<file path="src/rtl/cdc_sample_receiver.sv">
// rtl/cdc_sample_receiver.sv - destination end of the 4-phase req/ack sample handshake
// Synchronizes tx_req, captures one sample per request, queues it in an FWFT FIFO for the DAC side.
module cdc_sample_receiver #(
   parameter int DATA_WIDTH  = 12,
   parameter int DEPTH       = 4,
   parameter int SYNC_STAGES = 2
) (
   input  logic                       clk,
   input  logic                       rst,
   input  logic                       tx_req,
   input  logic [DATA_WIDTH-1:0]      data_in,
   output logic                       tx_ack,
   output logic [DATA_WIDTH-1:0]      sample_data,
   output logic                       sample_valid,
   input  logic                       sample_ready,
   output logic [DATA_WIDTH-1:0]      dac_code,
   output logic [$clog2(DEPTH):0]     fill_level,
   output logic                       underrun
);

   localparam int PW = $clog2(DEPTH);
   localparam int CW = PW + 1;
   localparam logic [CW-1:0] FULL = CW'(DEPTH);

   typedef enum logic {IDLE, ACK} state_t;

   logic [SYNC_STAGES-1:0] sync;
   logic                   req_s;
   state_t                 state;
   logic [DATA_WIDTH-1:0]  mem [DEPTH];
   logic [PW-1:0]          wr_ptr;
   logic [PW-1:0]          rd_ptr;
   logic [CW-1:0]          count;
   logic                   push;
   logic                   pop;

   assign req_s        = sync[SYNC_STAGES-1];
   // Full decision looks at the registered count only, so a same-cycle pop never frees a slot early
   assign push         = (state == IDLE) && req_s && (count < FULL);
   assign sample_valid = (count != '0);
   assign pop          = sample_valid && sample_ready;
   assign sample_data  = mem[rd_ptr];
   assign fill_level   = count;

   always_ff @(posedge clk) begin
      if (rst) sync <= '0;
      else     sync <= {sync[SYNC_STAGES-2:0], tx_req};
   end

   always_ff @(posedge clk) begin
      if (rst) begin
         state  <= IDLE;
         tx_ack <= 1'b0;
      end else begin
         case (state)
            IDLE: begin
               if (push) begin
                  tx_ack <= 1'b1;
                  state  <= ACK;
               end
            end
            ACK: begin
               if (!req_s) begin
                  tx_ack <= 1'b0;
                  state  <= IDLE;
               end
            end
            default: begin
               tx_ack <= 1'b0;
               state  <= IDLE;
            end
         endcase
      end
   end

   // data_in has been stable for SYNC_STAGES cycles by the time push is seen
   always_ff @(posedge clk) begin
      if (push) mem[wr_ptr] <= data_in;
   end

   always_ff @(posedge clk) begin
      if (rst) begin
         wr_ptr   <= '0;
         rd_ptr   <= '0;
         count    <= '0;
         dac_code <= '0;
         underrun <= 1'b0;
      end else begin
         if (push) wr_ptr <= wr_ptr + 1'b1;
         if (pop) begin
            rd_ptr   <= rd_ptr + 1'b1;
            dac_code <= sample_data;
         end
         case ({push, pop})
            2'b10:   count <= count + 1'b1;
            2'b01:   count <= count - 1'b1;
            default: count <= count;
         endcase
         if (sample_ready && !sample_valid) underrun <= 1'b1;
      end
   end

endmodule

</file>
<file path="config.mk">
export PLATFORM = sky130hd
export DESIGN_NAME = cdc_sample_receiver
export DESIGN_NICKNAME = d
export VERILOG_FILES = /design/src/rtl/cdc_sample_receiver.sv
export SDC_FILE = /design/constraint.sdc
export NUM_CORES = 1
export LEC_CHECK = 0
export CAP_MARGIN = 0
export CORE_MARGIN = 2
export CORE_UTILIZATION = 40
export CTS_CLUSTER_DIAMETER = 80
export DETAILED_ROUTE_END_ITERATION = 16
export MAX_ROUTING_LAYER = met4
export PLACE_DENSITY = 0.75
export RECOVER_POWER = 100
export SLEW_MARGIN = 20
export SYNTH_ARGS = -nofsm -noshare
export SYNTH_HDL_FRONTEND = slang
export SYNTH_SLANG_ARGS = --single-unit
export TNS_END_PERCENT = 20
</file>
<file path="constraint.sdc">
create_clock -name clk -period 2.1 [get_ports clk]
set_input_delay 0.63 -clock clk [delete_from_list [all_inputs] [get_ports clk]]
set_output_delay 0.63 -clock clk [all_outputs]
set_load 0.02 [all_outputs]
</file>
==> After elaboration in Yosys (flattened, before gate mapping) <==
Memories as Yosys holds them, arrays and structs flattened. A register that Yosys moved wholly into a read port is not among the register bits.
Index checks and enable logic that the tools add are counted.
{ "totals": {"register_bits": 24, "ram_bits": 48, "in_bits": 16, "out_inout_bits": 30, "word_cells": 37, "n_memories": 1} }
{ "memory_table": {"columns": ["name", "depth", "width", "read_ports", "rd_clocked_by_memory_dff", "write_ports", "line_no", "text"], "rows": [
  ["mem", 4, 12, 1, 1, 1, "30", "logic [DATA_WIDTH-1:0] mem [DEPTH];"]
]} }
{ "op_classes": {"add_sub_neg": 4, "magnitude_cmp": 1, "eq_ne": 4, "mux": 10, "bitwise": 1, "reduce_logical": 8} }
{ "op_table": {"columns": ["cell", "n"], "rows": [
  ["$pmux 3 s2", 1],
  ["$mux 1", 5],
  ["$add 2x1->2 const B", 2],
  ["$logic_and 1x1->1", 4],
  ["$mux 2", 2],
  ["$ne 2x2->1 const B", 2],
  ["$pmux 1 s2", 2],
  ["$add 3x1->3 const B", 1],
  ["$lt 3x3->1 const B", 1],
  ["$reduce_bool 3->1", 1],
  ["$sub 3x1->3 const B", 1],
  ["$eq 2x1->1 const B", 1],
  ["$eq 2x2->1 const B", 1],
  ["$reduce_and 2->1", 1],
  ["$reduce_bool 2->1", 1],
  ["$logic_not 1->1", 1],
  ["$not 1->1", 1]
]} }

==> Logic depth before layout (Yosys ltp) <==
Gate-level depths: netlist of run 1.
{ "depth": {"ltp_word": 5, "ltp_mapped": 8, "mapped_depth_nobuf": 8} }

==> Worst setup path after synthesis of run 1 <==
Ideal clock, no wire load.
{ "synth_path": {"path_type": "input -> register", "start": "input sample_ready", "end": "register count[2], in the netlist fill_level[2]", "arrival_ps": 1982, "required_ps": 2029, "slack_ps": 48, "path_stages": 7, "path_buffers": 0, "path_cell_list": "o31a_1 -> ha_1 -> inv_1 -> fa_1 -> xor2_1 -> or3_1 -> a21oi_1"} }
{ "synth_between": {"elab_chain_len": 3} }
{ "synth_lines": {"columns": ["element", "line_no", "text"], "rows": [
  ["from (decl)", "15", "input logic sample_ready,"],
  ["$logic_and 1x1->1 *", "41", "assign pop = sample_valid && sample_ready;"],
  ["$eq 2x1->1 or $eq 2x2->1 (tied branches)", "94", "case ({push, pop})"],
  ["$pmux 3 s2 or $reduce_bool 2->1 (tied branches)", null, null],
  ["to (signal assigned)", "95", "2'b10: count <= count + 1'b1;"],
  ["to (signal assigned)", "96", "2'b01: count <= count - 1'b1;"],
  ["to (signal assigned)", "97", "default: count <= count;"],
  ["to (decl)", "33", "logic [CW-1:0] count;"]
]} }
Mark *: on every way between the ends. The rest lies on a longest branch, timed or not.
A chain may end at the register's enable or synchronous reset.

==> impl_metrics.toml, run 1 <==
[sta]
layout_setup_ws_ps = -98.5
period_minus_slack_ps = 2200
rsz0062_at_grt = "true"
min_period_over_period_pct = 105
slew_headroom_pct = 51.6
finalHoldViolCount = 0
max_freq_mhz = 455
fin_tns_setup_ps = -989
setup_viol_count_final = 13
finClkSkew_ps = 9.67
worst_pin_slew_ps = 726
drv_slew = 0

[grt]
grt_pass1_wl_mm = 7.86
antenna_found_initial = 0
grt_pass1_vias = 1512
gr-total-overflow = 0
grt_usage_pct = 15.3
grt_max_degree = 15

[worst_hold_path]
hp-start = "sync[0]$_SDFF_PP0_"
hold_depth = 1
hold_path_end = "sync[1]$_SDFF_PP0_"
hp-class = "reg2reg"

[placed_design]
hpwlAfterDp_mm = 3.38
numPortBuffers = 45
gp_congestion = 0.729
dp.cells = 290
post-place-ws_ps = -496

[power]
p_clk_share_pct = 28.1
p_per_area_mw_per_mm2 = 1050
intPower_w = 0.00268
seq_power_share_pct = 46.3
p_leak_nw = 1.29
ir_drop_v = 0.000437
switching_share_pct = 28.2
power.total_w = 0.00373
p_comb_share_pct = 25.6
switching_power_w = 0.00105

[clock_network]
clock_sinks = 74
insertion_delay_ps = 350
clockRootBuffer = "clkbuf_8"
cts_tree = "built"
hold_buffers = 0
ctsLongestPathBuffers = 2
cts.htree.levels = 3
cts_buffers = 9
clk_pin_slew_ps = 70

[layout]
nets = 245
antennaDiodeCount = 0
syn_to_final_growth_pct = 30.0
fillers = 570
instances_no_fill = 307
layout_common_cells = "48 x edfxtp_1, 27 x dlygate4sd3_1, 25 x dfxtp_1"
seq_area_mm2 = 0.00197
drive_gt1_share_pct = 25.6
final_common_cell = "edfxtp_1"
multi_input_area_um2 = 681
postLayoutCoreUtil_pct = 52.9

[worst_setup_path]
crit_path_max_incr_delay_ps = 550
path_max_fanout = 7
cp.arrival_ps = 1570
r2r_cells = 8
criticalPathCategory = "reg2out"
cp_cell_sequence = "buf_12 -> mux4_2 -> buf_6"
cp_slowest_cell = "mux4_2"
cp.required_ps = 1470
crit_path_start_kind = "register"
reg2reg_from = "fill_level[2]$_SDFFE_PP0P_"
critPathCaptureType = "primary output"
crit_buf_inv = 2
rrSetupSlack_ps = 130
cpLargestDelayFamily = "multiplexers"
r2r_end = "fill_level[2]$_SDFFE_PP0P_"

[yosys]
syn_area_mm2 = 0.00272
yosysUniqueCellTypes = 27
yosysWarnings = 0
yosysSeqAreaShare_pct = 72.1
syn_nets = 175
synth_top_area_share_pct = 53.0
ys_ff_latch = 74
synth_edf_count = 48
syn_area_per_cell_um2 = 17.8
synth_async_sr_flop_share_pct = 0
synth_top_cells_by_area = "edfxtp_1 53%, dfxtp_1 19%, mux4_2 8.3%"
syn_inst = 153
yosysTopAreaCell = "edfxtp_1"
synthFlopType = "edfxtp_1"

[floorplan]
start_util_pct = 40.7
placeableCoreArea_mm2 = 0.00668
die_h_um = 86.5
rows = 30
dieWidth_um = 86.5
io-pin-count = 46
die_area_mm2 = 0.00748

[run_status]
violations = "setup timing"
status = "finished with violations"

[job]
cap_violations = 0

[route]
dr.pass1.iters = 4
first_iter_violations = 112
ant_nets = 0
drc = 0
drt-total-wl_mm = 5.05
num_vias = 1565
vias_per_cell = 5.10
routedWlPerCell_um = 16.5
-- worst max path at each step --
stage	from	end	slack, ps	cells after the start
after floorplan	sample_ready	fill_level[2]$_SDFFE_PP0P_	50	7
after global placement	sample_ready	fill_level[2]$_SDFFE_PP0P_	-410	8
after detailed placement	sample_ready	fill_level[2]$_SDFFE_PP0P_	-500	8
after CTS	register	sample_data[7]	-120	3
after global routing	register	sample_data[3]	-150	3
final	register	sample_data[7]	-100	3
-- worst reg2reg max path: stages (launching register included) --
cell     delay [ps]
dfxtp_1         470
nor3b_1         120
inv_1           100
ha_1            170
inv_1            60
fa_1            370
xor2_1          160
or3_1           320
a21oi_2         130
-- power by group through the flow --
stage | logic [W] | registers [W] | clock network, W
finish | 0.000953 | 0.00172 | 0.00105
global route | 0.00104 | 0.00174 | 0.00113
CTS | 0.000999 | 0.00173 | 0.00108
detailed placement | 0.000997 | 0.00175 | 0
global placement | 0.000974 | 0.00174 | 0
floorplan | 0.000472 | 0.00182 | 0
-- synth_stat cells (3+ instances only) --
library cell / instances
nor2_1: 10
ha_1: 5
mux4_2: 10
edfxtp_1: 48
inv_1: 9
a21oi_1: 4
and2_1: 4
xor2_1: 3
dfxtp_1: 26
a22o_1: 12
-- cell families after synthesis --
kind of cell | count (synthesis) | share of synthesized area, %
AO/OA/AOI/OAI | 21 | 5.89
XOR/XNOR | 5 | 1.61
adder cells (fa/ha/maj) | 6 | 3.03
buffers and inverters | 14 | 2.67
flip-flops | 74 | 72.1
multiplexers | 13 | 10.6
AND/OR/NAND/NOR | 20 | 4.14
-- area by class of cell --
type	instances	share of cell area (%)
inverters	9	0.955
well taps	80	2.83
multi-input cells	65	19.2
flip-flops and latches	74	55.6
clock inverters	5	1.59
clock buffers	10	3.61
repair buffers	64	16.2
-- stage by stage --
| step | hold slack [ps] | cell area (µm²) |
|---|---|---|
| final | 444 | 3540 |
| after global routing | 460 | 3540 |
| after CTS | 449 | 3560 |
| after detailed placement | 432 | 3390 |
| after global placement | 426 | 3390 |
| after floorplan | 413 | 2720 |
-- registers in the layout, summed over array words and instances, names as in the netlist, named ones only --
signal and cells:
state 1, wr_ptr 2, dac_code 12, tx_ack 1
mem 48, rd_ptr 2, sync 2, underrun 1
fill_level 3
-- routing by layer --
layer  global-route usage (%)  vias to the layer above  part of all wire [%]  wire length (µm)
met5                        -                        -                     0                 0
met4                     10.2                        0                   2.3               117
met3                     3.24                       12                   4.4               221
met2                     23.4                       41                    50              2530
met1                     18.2                      788                    43              2180
li1                         -                      724                     -                 -
-- timing repair --
item / in CTS / in global routing
buffers inserted: 2 / 0
pin swaps: 1 / 0
gates resized for setup: 66 / 4
endpoints found under the setup margin: 15 / 13
No activity file was read; power rests on OpenSTA's default activity.
==> inputs of run 2 (changes only) <==
- CAP_MARGIN: 0 -> 15
- CORE_UTILIZATION: 40 -> 47
==> run 2 against run 1 <==
  * Wire length is 5.5% higher
  * Clock power is 13% higher
  * Total power is 2.9% higher
  * Design area is 1.2% lower
  * Clock-buffer cell count is 1 higher
  * The run still ends with setup timing left
  * Sequential share of layout area is 0.71 points higher
  * Die area is 14% lower
  * Clock skew is 2.1 ps lower
  * Register-to-register slack worse by 60 ps
==> impl_metrics.toml, run 2 (synthesized netlist as in run 1, its figures left out) <==
[run_status]
status = "finished with violations"
violations = "setup timing"

[route]
num_vias = 1520
vias_per_cell = 5.12
drt-total-wl_mm = 5.33
dr.pass1.iters = 4
first_iter_violations = 95
routedWlPerCell_um = 17.9
drc = 0
ant_nets = 0

[clock_network]
clockRootBuffer = "clkbuf_8"
hold_buffers = 0
cts_buffers = 9
cts.htree.levels = 3
clk_pin_slew_ps = 70
insertion_delay_ps = 340
clock_sinks = 74
cts_tree = "built"
ctsLongestPathBuffers = 2

[layout]
antennaDiodeCount = 0
drive_gt1_share_pct = 24.4
final_common_cell = "edfxtp_1"
largest_register_ffs = 48
regMostFlops = "mem"
layout_common_cells = "48 x edfxtp_1, 27 x dlygate4sd3_1, 24 x dfxtp_1"
nets = 242
syn_to_final_growth_pct = 28.4

[worst_setup_path]
cp_cell_sequence = "buf_8 -> mux4_2 -> buf_6"
crit_path_start_kind = "register"
r2r_cells = 4
rrSetupSlack_ps = 70
criticalPathCategory = "reg2out"
cp_slowest_cell = "mux4_2"
reg2reg_from = "fill_level[2]$_SDFFE_PP0P_"
path_max_fanout = 6
r2r_end = "mem[3][11]$_DFFE_PP_"
crit_buf_inv = 2
crit_path_max_incr_delay_ps = 550
cpLargestDelayFamily = "multiplexers"
cp.arrival_ps = 1550
cp.required_ps = 1470
critPathCaptureType = "primary output"

[sta]
rsz0062_at_grt = "true"
drv_slew = 0
finalHoldViolCount = 0
setup_viol_count_final = 12
worst_pin_slew_ps = 763
layout_setup_ws_ps = -78.7
slew_headroom_pct = 49.1
min_period_over_period_pct = 104
max_freq_mhz = 459
fin_tns_setup_ps = -723
finClkSkew_ps = 7.62
period_minus_slack_ps = 2180

[placed_design]
hpwlAfterDp_mm = 3.67
gp_congestion = 0.876
numPortBuffers = 45
post-place-ws_ps = -572

[floorplan]
io-pin-count = 46
rows = 27
die_h_um = 80.1
placeableCoreArea_mm2 = 0.00554
die_area_mm2 = 0.00641
dieWidth_um = 80.1
start_util_pct = 49.1

[grt]
antenna_found_initial = 0
grt_usage_pct = 19.1
grt_max_degree = 15
grt_pass1_wl_mm = 8.54
grt_pass1_vias = 1708
gr-total-overflow = 0

[power]
p_per_area_mw_per_mm2 = 1100
p_leak_nw = 1.27
ir_drop_v = 0.000707

[worst_hold_path]
hp-start = "sync[0]$_SDFF_PP0_"
hp-class = "reg2reg"
hold_path_end = "sync[1]$_SDFF_PP0_"
hold_depth = 1

[job]
cap_violations = 0
==> run 2: how the worst max path moves through the flow <==
stage / startpoint / endpoint / slack (ps) / cells past startpoint
floorplan: sample_ready / fill_level[2]$_SDFFE_PP0P_ / 50 / 7
global placement: sample_ready / fill_level[2]$_SDFFE_PP0P_ / -390 / 8
detailed placement: sample_ready / fill_level[2]$_SDFFE_PP0P_ / -570 / 8
CTS: register / sample_data[2] / -130 / 3
global route: register / sample_data[10] / -120 / 3
finish: register / sample_data[10] / -80 / 3
==> run 2: cell type report <==
class | count | area, µm²
clock buffer | 11 | 141
clock inverter | 5 | 77.6
fill | 424 | 2050
inverter | 9 | 33.8
multi-input combinational | 65 | 678
sequential | 74 | 1970
tap | 72 | 90.1
timing repair buffer | 61 | 507
==> run 2: through the flow <==
stage | cell area, µm² | hold slack, ps | power, W | utilization [%] | cells
5_1_grt | 3490 | 475 | 0.00399 | 63.1 | 297
4_1_cts | 3520 | 447 | 0.00387 | 63.5 | 295
2_1_floorplan | 2720 | 413 | 0.00229 | - | 153
6_report | 3490 | 442 | 0.00383 | 63.1 | 297
3_5_place_dp | 3320 | 432 | 0.00272 | 59.9 | 278
3_3_place_gp | 3320 | 425 | 0.00267 | 59.9 | 278
==> run 2: metal layers <==
layer  global-route usage [%]  vias to the layer above  share of wire, %
li1                         -                      715                 -
met5                        -                        -                 0
met1                     20.1                      761                39
met2                     34.1                       30                56
met4                     7.29                        0               2.5
met3                     5.17                       14               3.1
==> run 2: timing repair <==
item / CTS / global route
gates resized for setup: 63 / 9
pin swaps: 1 / 1
hold endpoints to repair: 0 / 0
setup endpoints to repair: 27 / 16
setup buffers: 1 / 1
==> run 2: report_power, final <==
| part | leakage, nW | total (W) | internal, W | switching, W |
|---|---|---|---|---|
| Combinational | 0.515 | 0.000922 | 0.000439 | 0.000482 |
| Clock | 0.109 | 0.00119 | 0.000698 | 0.000493 |
| Sequential | 0.646 | 0.00172 | 0.00165 | 0.0000712 |
| Total | 1.27 | 0.00383 | 0.00279 | 0.00105 |
==> inputs of run 3 (changes only) <==
- CTS_BUF_LIST: default -> sky130_fd_sc_hd__clkbuf_16
==> run 3 against run 2 <==
  * The flow still finishes with violations (setup timing)
  * Global-route usage is 1.1 points higher
  * Utilization is 2.0 points higher
  * Worst hold slack worse by 3.0 ps
  * Combinational power is 2% higher
  * Critical path depth stayed put
  * Via count is 1.3% higher
  * Clock skew is 3.3 ps lower
  * Critical path type unchanged
==> impl_metrics.toml, run 3 (synthesized netlist as in run 1, its figures left out) <==
[layout]
regMostFlops = "mem"
drive_gt1_share_pct = 24.6
nets = 241
instances_no_fill = 297
final_common_cell = "edfxtp_1"
postLayoutCoreUtil_pct = 65.1
syn_to_final_growth_pct = 32.5
fin_area_mm2 = 0.00360
largest_register_ffs = 48
layout_common_cells = "48 x edfxtp_1, 27 x dlygate4sd3_1, 24 x dfxtp_1"
fillers = 412

[power]
p_per_area_mw_per_mm2 = 1170
p_clk_share_pct = 37.1
switching_power_w = 0.00111
intPower_w = 0.00312
ir_drop_v = 0.000647
p_comb_share_pct = 22.1
p_leak_nw = 1.32
power.total_w = 0.00423
seq_power_share_pct = 40.8
switching_share_pct = 26.2

[grt]
gr-total-overflow = 0
met1_usage_pct = 20.6
grt-busiest-layer = "met2"
grtUsageMet2_pct = 36.6
grt_pass1_wl_mm = 8.89
antenna_found_initial = 0
grt_max_degree = 15
gr-usage-met3_pct = 5.84
grt_pass1_vias = 1723
grt_usage_pct = 20.2

[route]
drt-total-wl_mm = 5.58
first_iter_violations = 122
ant_nets = 0
vias_per_cell = 5.18
routedWlPerCell_um = 18.8
dr.pass1.iters = 4
drc = 0
num_vias = 1539

[floorplan]
dieWidth_um = 80.1
start_util_pct = 49.1
die_area_mm2 = 0.00641
die_h_um = 80.1
io-pin-count = 46
rows = 27
placeableCoreArea_mm2 = 0.00554

[clock_network]
insertion_delay_ps = 320
cts_tree = "built"
hold_buffers = 0
clk_pin_slew_ps = 50
clockRootBuffer = "clkbuf_16"
cts.htree.levels = 3
ctsLongestPathBuffers = 2
cts_buffers = 9
clock_sinks = 74

[worst_setup_path]
cp.required_ps = 1470
crit_path_start_kind = "register"
path_max_fanout = 6
crit_path_max_incr_delay_ps = 550
critPathCaptureType = "primary output"
cp_cell_sequence = "buf_8 -> mux4_2 -> buf_6"
reg2reg_from = "fill_level[2]$_SDFFE_PP0P_"
cp.arrival_ps = 1530
cp_slowest_cell = "mux4_2"
criticalPathCategory = "reg2out"

[placed_design]
gp_congestion = 0.876
dp.cells = 278
numPortBuffers = 45
postPlaceCellArea_mm2 = 0.00332
hpwlAfterDp_mm = 3.67

[worst_hold_path]
hp-start = "sync[0]$_SDFF_PP0_"
hp-class = "reg2reg"

[job]
cap_violations = 0

[sta]
max_freq_mhz = 463
setup_viol_count_final = 13
drv_slew = 0
period_minus_slack_ps = 2160
finClkSkew_ps = 4.30
slew_headroom_pct = 48.7
layout_setup_ws_ps = -61.8
finalHoldViolCount = 0
min_period_over_period_pct = 103
worst_pin_slew_ps = 769
rsz0062_at_grt = "true"

[run_status]
violations = "setup timing"
status = "finished with violations"
[run 3: through the flow]
step           setup WS (ps)  TNS, ps  hold WS [ps]
2_1_floorplan           47.6        0           413
3_3_place_gp            -388    -4940           425
3_5_place_dp            -572    -7210           432
4_1_cts                 -115     -815           444
5_1_grt                 -102    -2060           472
6_report               -61.8     -543           439
[run 3: path summary, 6_finish.rpt]
kind | endpoint | slack [ps] | cells past startpoint
worst min-delay path | sync[1]$_SDFF_PP0_ | 440 | 1
worst max-delay path | sample_data[10] | -60 | 3
worst min register to register | sync[1]$_SDFF_PP0_ | 440 | 1
worst max register to register | mem[3][5]$_DFFE_PP_ | 60 | 4
[run 3: worst max-delay path: cells and delay by family (launching register included)]
family / cells / cell delay (ps)
mux: 1 / 550
buf+inv: 2 / 290
flops: 1 / 360
[run 3: area by class of cell]
type	instances	area, µm²	share of cell area, %
diodes	1	2.50	0.0694
clock buffers	9	225	6.25
clock inverters	7	85.1	2.36
inverters	9	33.8	0.937
multi-input cells	65	683	19.0
flip-flops and latches	74	1970	54.6
well taps	72	90.1	2.50
repair buffers	60	518	14.4
[run 3: power by group through the flow]
stage	Combinational [W]	Sequential [W]	Clock (W)
final	0.000936	0.00173	0.00157
after global routing	0.000996	0.00174	0.00166
after CTS	0.000954	0.00172	0.00160
after detailed placement	0.000969	0.00175	0
after global placement	0.000933	0.00174	0
after floorplan	0.000472	0.00182	0
[run 3: timing repair]
item | CTS | global route
pin swaps | 1 | 0
setup buffers | 1 | 1
resized for setup | 63 | 10
endpoints found under the setup margin | 27 | 22
[run 3: routing by layer]
metal / wire length, µm / share of wire (%)
met4: 45 / 0.81
met5: 0 / 0
met1: 2010 / 36
met3: 302 / 5.4
met2: 3220 / 58
